--- src/rtl/i2c_target_regs.sv ---
// rtl/i2c_target_regs.sv - I2C target with an 8-bit register file, local read port and write strobe
module i2c_target_regs #(
    parameter logic [6:0] DEV_ADDR = 7'h68,
    parameter int         REG_AW   = 4
) (
    input  logic              clk100,
    input  logic              sys_rst_n,
    input  logic              scl_i,
    input  logic              sda_i,
    output logic              sda_oe,
    input  logic [REG_AW-1:0] loc_addr,
    output logic [7:0]        loc_rdata,
    output logic              wr_pulse,
    output logic [REG_AW-1:0] wr_addr,
    output logic [7:0]        wr_data,
    output logic              busy
);

    localparam int DEPTH = 2 ** REG_AW;

    typedef enum logic [2:0] {
        S_IDLE, S_DEV, S_REGA, S_WR, S_RD, S_WAIT
    } state_t;

    state_t            state_q, state_d;
    logic [2:0]        scl_sync, sda_sync;
    logic [3:0]        bit_cnt;
    logic [7:0]        shift;
    logic [REG_AW-1:0] pointer;
    logic              scl_fall_q;
    logic [7:0]        regs [DEPTH];

    // [1] is the synchronized level, [2] the previous one for edge detection
    wire scl_now   = scl_sync[1];
    wire scl_prev  = scl_sync[2];
    wire sda_now   = sda_sync[1];
    wire sda_prev  = sda_sync[2];
    wire scl_rise  = scl_now & ~scl_prev;
    wire scl_fall  = ~scl_now & scl_prev;
    wire start_det = scl_now & scl_prev & sda_prev & ~sda_now;
    wire stop_det  = scl_now & scl_prev & ~sda_prev & sda_now;

    wire [7:0]        byte_in   = {shift[6:0], sda_now};
    wire              dev_match = (byte_in[7:1] == DEV_ADDR);
    wire [REG_AW-1:0] ptr_inc   = pointer + 1'b1;

    assign loc_rdata = regs[loc_addr];

    always_ff @(posedge clk100 or negedge sys_rst_n) begin
        if (!sys_rst_n) begin
            scl_sync <= 3'b111;
            sda_sync <= 3'b111;
            state_q  <= S_IDLE;
        end else begin
            scl_sync <= {scl_sync[1:0], scl_i};
            sda_sync <= {sda_sync[1:0], sda_i};
            state_q  <= state_d;
        end
    end

    always_comb begin
        state_d = state_q;
        if (start_det) begin
            state_d = S_DEV;
        end else if (stop_det) begin
            state_d = S_IDLE;
        end else if (scl_rise) begin
            unique case (state_q)
                S_DEV: begin
                    if (bit_cnt == 4'd7 && !dev_match) state_d = S_IDLE;
                    else if (bit_cnt == 4'd8)          state_d = shift[0] ? S_RD : S_REGA;
                end
                S_REGA:  if (bit_cnt == 4'd8) state_d = S_WR;
                S_RD:    if (bit_cnt == 4'd8 && sda_now) state_d = S_WAIT;
                default: state_d = state_q;
            endcase
        end
    end

    always_ff @(posedge clk100 or negedge sys_rst_n) begin
        if (!sys_rst_n) begin
            bit_cnt    <= '0;
            shift      <= '0;
            pointer    <= '0;
            scl_fall_q <= 1'b0;
            sda_oe     <= 1'b0;
            busy       <= 1'b0;
            wr_pulse   <= 1'b0;
            wr_addr    <= '0;
            wr_data    <= '0;
            for (int i = 0; i < DEPTH; i++) regs[i] <= '0;
        end else begin
            wr_pulse   <= 1'b0;
            scl_fall_q <= scl_fall;
            if (start_det) begin
                bit_cnt <= '0;
                sda_oe  <= 1'b0;
            end else if (stop_det) begin
                bit_cnt <= '0;
                sda_oe  <= 1'b0;
                busy    <= 1'b0;
            end else begin
                if (scl_rise && state_q != S_IDLE && state_q != S_WAIT) begin
                    if (bit_cnt != 4'd8) begin
                        shift   <= byte_in;
                        bit_cnt <= bit_cnt + 4'd1;
                        if (bit_cnt == 4'd7) begin
                            unique case (state_q)
                                S_DEV:  busy <= dev_match;
                                S_REGA: pointer <= byte_in[REG_AW-1:0];
                                S_WR: begin
                                    regs[pointer] <= byte_in;
                                    wr_pulse      <= 1'b1;
                                    wr_addr       <= pointer;
                                    wr_data       <= byte_in;
                                end
                                default: ;
                            endcase
                        end
                    end else begin
                        // ACK slot: shift[0] still holds the R/W bit in DEV
                        bit_cnt <= '0;
                        unique case (state_q)
                            S_DEV: if (shift[0]) shift <= regs[pointer];
                            S_WR:  pointer <= ptr_inc;
                            S_RD: begin
                                if (!sda_now) begin
                                    pointer <= ptr_inc;
                                    shift   <= regs[ptr_inc];
                                end
                            end
                            default: ;
                        endcase
                    end
                end
                if (scl_fall_q) begin
                    unique case (state_q)
                        S_DEV, S_REGA, S_WR: sda_oe <= (bit_cnt == 4'd8);
                        S_RD:                sda_oe <= (bit_cnt != 4'd8) & ~shift[7];
                        default:             sda_oe <= 1'b0;
                    endcase
                end
            end
        end
    end

endmodule
--- config.mk ---
export PLATFORM = sky130hd
export DESIGN_NAME = i2c_target_regs
export DESIGN_NICKNAME = d
export VERILOG_FILES = /design/src/rtl/i2c_target_regs.sv
export SDC_FILE = /design/constraint.sdc
export NUM_CORES = 1
export LEC_CHECK = 0
export CORE_MARGIN = 2
export CORE_UTILIZATION = 50
export CTS_BUF_LIST = sky130_fd_sc_hd__clkbuf_4 sky130_fd_sc_hd__clkbuf_8
export DETAILED_ROUTE_END_ITERATION = 12
export PLACE_DENSITY = 0.73
export SLEW_MARGIN = 20
export SYNTH_ARGS = -nofsm -noshare
export SYNTH_HDL_FRONTEND = slang
export SYNTH_SLANG_ARGS = --single-unit
--- constraint.sdc ---
create_clock -name clk100 -period 4.6 [get_ports clk100]
set_input_delay 0.92 -clock clk100 [delete_from_list [all_inputs] [get_ports clk100]]
set_output_delay 0.92 -clock clk100 [all_outputs]
set_load 0.02 [all_outputs]
==> flow_summary.yaml <==
outcome:
  outcome: "completed"
sta:
  timing.final.setup_violations: 0
  fin_skew_ns: 0.0137
  hold_viol_final: 0
  timing.hold.ws_ns: 0.362
  setup_ws_ns: 0.659
  tightestPinTransition_ns: 0.941
  fmax_mhz: 254
  timing.final.crit_share_pct: 85.7
  layout_min_cycle_time_ns: 3.94
  rsz0062_at_grt: "no"
  slew_headroom_pct: 37.1
  report.final.slew_viol_count: 0
  timing.setup.tns_ns: 0
critical_path:
  crit_path_max_incr_delay_ns: 0.57
  cp_data_required_time_ns: 3.68
  worst-setup-path-type: "in2out"
  critical-path-slowest-cell: "sky130_fd_sc_hd__clkdlybuf4s50_1"
  largest_driver_fanout_on_the_critical_path: 21
  series_of_cell_instances_along_the_critical_path: "buf_2 -> buf_4 -> buf_4 -> mux4_2 -> mux4_2 -> clkdlybuf4s50_1"
  worst_ep_arrival_time_ns: 3.02
  startpoint_type: "input pin"
  r2r_start: "bit_cnt[0]$_DFFE_PN0P_"
  worst_setup_path_end_kind: "output port"
  worst_r2r_path_depth: 9
  worst_setup_path_startpoint: "loc_addr[1]"
cells_and_area:
  layout.area.seq_um2: 4240
  fillers: 1576
  multiInputGateArea_um2: 5640
  layout_cells_sized_above_1_pct: 42.3
  area.growth.synth_to_final_pct: 8.96
  finish.net_count: 729
  antenna_cells: 0
  layout.cell_area.non_filler_um2: 11100
global_routing:
  grt_pass1_wl_um: 41100
  grt_remaining_overflow: 0
  grt_start_max_net_pins: 97
  grt_antenna_before_repair: 0
  number_of_global_route_vias_before_repair: 6810
  grtUsageTotal_pct: 25.3
logic_synthesis:
  synthCells: 713
  synth.yosys.seq_area_share_pct: 41.6
  synth.ff_latch_count: 169
  synth.cell_area_um2: 10200
  synth.avg_cell_area_um2: 14.3
  synth_fp_nets: 727
  ys_types: 62
  count_of_flip_flops_with_a_built_in_enable_after_synthesis: 0
  synth-async-reset-ratio_pct: 100
  yosys_warnings: 0
  ys.flop_type: "sky130_fd_sc_hd__dfrtp_1"
detailed_routing:
  drt_pre_antenna_iters: 5
  wl_um: 25700
  drt_wl_cell_um: 25.8
  postRouteAntennaNets: 0
  drc_errors: 0
  num_vias: 6669
  drt_iter0_drc: 825
  vias_per_cell: 6.68
place:
  half_perimeter_wire_length_after_detailed_placement_um: 16800
  postPlaceCellArea_um2: 10700
  port_bufs: 30
  gp_congestion: 0.870
  post-place-ws_ns: 0.641
floorplan:
  floorplan.rows: 52
  core_area_um2: 20100
  die_area_um2: 21500
  number_of_top_level_design_ports: 31
  initial_core_utilization_pct: 50.7
  die_width_um: 147
  floorplan.die.height_um: 147
clocking:
  postCtsSetupBuffers: 0
  root_buffer: "sky130_fd_sc_hd__clkbuf_8"
  postCtsHoldBufs: 0
  cts.clk_slew.worst_paths_ns: 0.09
  insertion_delay_ns: 0.48
  cts_buffer_depth: 2
  clock_sinks: 169
  cts_inserted_buffers: 17
  cts-resized-gates: 0
  htree_levels: 4
  tritoncts_clock_tree: "built"
power:
  total_leakage_power_nw: 4.71
  worst_ir_drop_vdd_v: 0.000168
  power_density_nw_per_um2: 307
hold_path:
  worst_hold_depth: 0
  worstHoldStart: "sda_sync[0]$_DFF_PN1_"
  worstHoldPathType: "reg2reg"
flow_run:
  drv.max_cap_violation_count: 0
==> kinds of logic after synthesis <==
logic type | count (synthesis) | share of synthesized area [%]
AND/OR/NAND/NOR | 114 | 8.08
multiplexers | 274 | 40.7
AO/OA/AOI/OAI | 76 | 5.27
adder cells (fa/ha/maj) | 6 | 0.737
buffers and inverters | 70 | 3.14
flip-flops | 169 | 41.6
XOR/XNOR | 4 | 0.491
==> registers in the layout, summed over array words and instances, names as in the netlist, 3 cells and up <==
| register | count |
|---|---|
| shift | 8 |
| bit_cnt | 4 |
| pointer | 4 |
| sda_sync | 3 |
| state_q | 3 |
| wr_addr | 4 |
| wr_data | 8 |
| regs | 128 |
| scl_sync | 3 |
==> synth_stat cells (12+ instances only) <==
cell	n	area, um2
sky130_fd_sc_hd__mux2_2	120	1350
sky130_fd_sc_hd__o21ai_0	13	65.1
sky130_fd_sc_hd__buf_2	19	95.1
sky130_fd_sc_hd__nor2_1	21	78.8
sky130_fd_sc_hd__nand3_4	16	280
sky130_fd_sc_hd__nand2_1	15	56.3
sky130_fd_sc_hd__dfrtp_1	163	4080
sky130_fd_sc_hd__mux4_2	96	2160
sky130_fd_sc_hd__nand3_1	12	60.1
sky130_fd_sc_hd__mux2i_1	35	350
sky130_fd_sc_hd__clkbuf_1	32	120
sky130_fd_sc_hd__mux2_1	16	180
==> layer usage <==
layer	vias to the layer above	share of wire [%]	global-route usage, %
li1	2793	-	-
met1	3511	41	35.1
met2	300	48	39.4
met3	65	6.7	6.02
met4	0	3.5	9.13
met5	-	0	0
==> final timing paths <==
| check | endpoint | slack (ns) |
|---|---|---|
| min in group asynchronous | bit_cnt[0]$_DFFE_PN0P_ | 0.54 |
| max reg2reg | regs[65]$_DFFE_PN0P_ | 1.53 |
| min reg2reg | sda_sync[1]$_DFF_PN1_ | 0.36 |
| max | loc_rdata[6] | 0.66 |
| max in group asynchronous | regs[37]$_DFFE_PN0P_ | 2.96 |
| min | sda_sync[1]$_DFF_PN1_ | 0.36 |
==> report_power, final <==
part           switching (mW)  internal (mW)  total, mW
Sequential              0.252           1.54       1.79
Combinational           0.253          0.186      0.440
Clock                   0.581          0.595       1.18
==> cell type report <==
class | instances | area share [%]
multi-input combinational | 474 | 50.8
sequential | 169 | 38.2
timing repair buffer | 45 | 3.75
tap | 270 | 3.04
clock buffer | 21 | 2.55
clock inverter | 11 | 1.42
inverter | 8 | 0.270
==> critical path, delay by kind of cell <==
kind / cells / cell delay, ns
buffers and inverters: 4 / 1.31
multiplexers: 2 / 0.78
==> through the flow <==
| stage | util (%) | cells | power, mW |
|---|---|---|---|
| floorplan | - | 713 | 2.08 |
| global placement | 53.0 | 966 | 2.23 |
| detailed placement | 53.0 | 966 | 2.25 |
| CTS | 55.2 | 998 | 3.42 |
| global route | 55.2 | 998 | 3.56 |
| finish | 55.2 | 998 | 3.41 |
==> cells in the final DEF, fill, tap and decap left out, types with 3 or more instances in the layout <==
master / Yosys / final
sky130_fd_sc_hd__a21oi_1: 8 / 8
sky130_fd_sc_hd__clkdlybuf4s50_1: 0 / 27
sky130_fd_sc_hd__dfrtp_1: 163 / 160
sky130_fd_sc_hd__buf_4: 4 / 14
sky130_fd_sc_hd__a31oi_1: 8 / 8
sky130_fd_sc_hd__mux2_1: 16 / 16
sky130_fd_sc_hd__nand3_1: 12 / 12
sky130_fd_sc_hd__dfstp_2: 6 / 6
sky130_fd_sc_hd__a211oi_1: 7 / 7
sky130_fd_sc_hd__mux2i_1: 35 / 35
sky130_fd_sc_hd__o211ai_1: 4 / 4
sky130_fd_sc_hd__nor2b_1: 8 / 7
sky130_fd_sc_hd__mux2_4: 7 / 7
sky130_fd_sc_hd__ha_1: 6 / 6
sky130_fd_sc_hd__inv_6: 0 / 3
sky130_fd_sc_hd__or3b_2: 3 / 3
sky130_fd_sc_hd__or3_1: 5 / 5
sky130_fd_sc_hd__nand3_4: 16 / 16
sky130_fd_sc_hd__o21ai_0: 13 / 13
sky130_fd_sc_hd__a22oi_1: 6 / 6
sky130_fd_sc_hd__mux2_2: 120 / 120
sky130_fd_sc_hd__inv_1: 7 / 7
sky130_fd_sc_hd__nor3_1: 8 / 8
sky130_fd_sc_hd__o22a_1: 5 / 5
sky130_fd_sc_hd__clkbuf_8: 0 / 20
sky130_fd_sc_hd__a32o_1: 3 / 3
sky130_fd_sc_hd__bufinv_16: 0 / 3
sky130_fd_sc_hd__mux4_2: 96 / 96
sky130_fd_sc_hd__nor3b_1: 4 / 4
sky130_fd_sc_hd__nand2b_1: 8 / 8
sky130_fd_sc_hd__nand4_1: 3 / 3
sky130_fd_sc_hd__clkinvlp_4: 0 / 4
sky130_fd_sc_hd__nand2_1: 15 / 15
sky130_fd_sc_hd__o21bai_1: 4 / 4
sky130_fd_sc_hd__nor2_1: 21 / 21
Note: power is estimated with default switching activity, not from simulation.
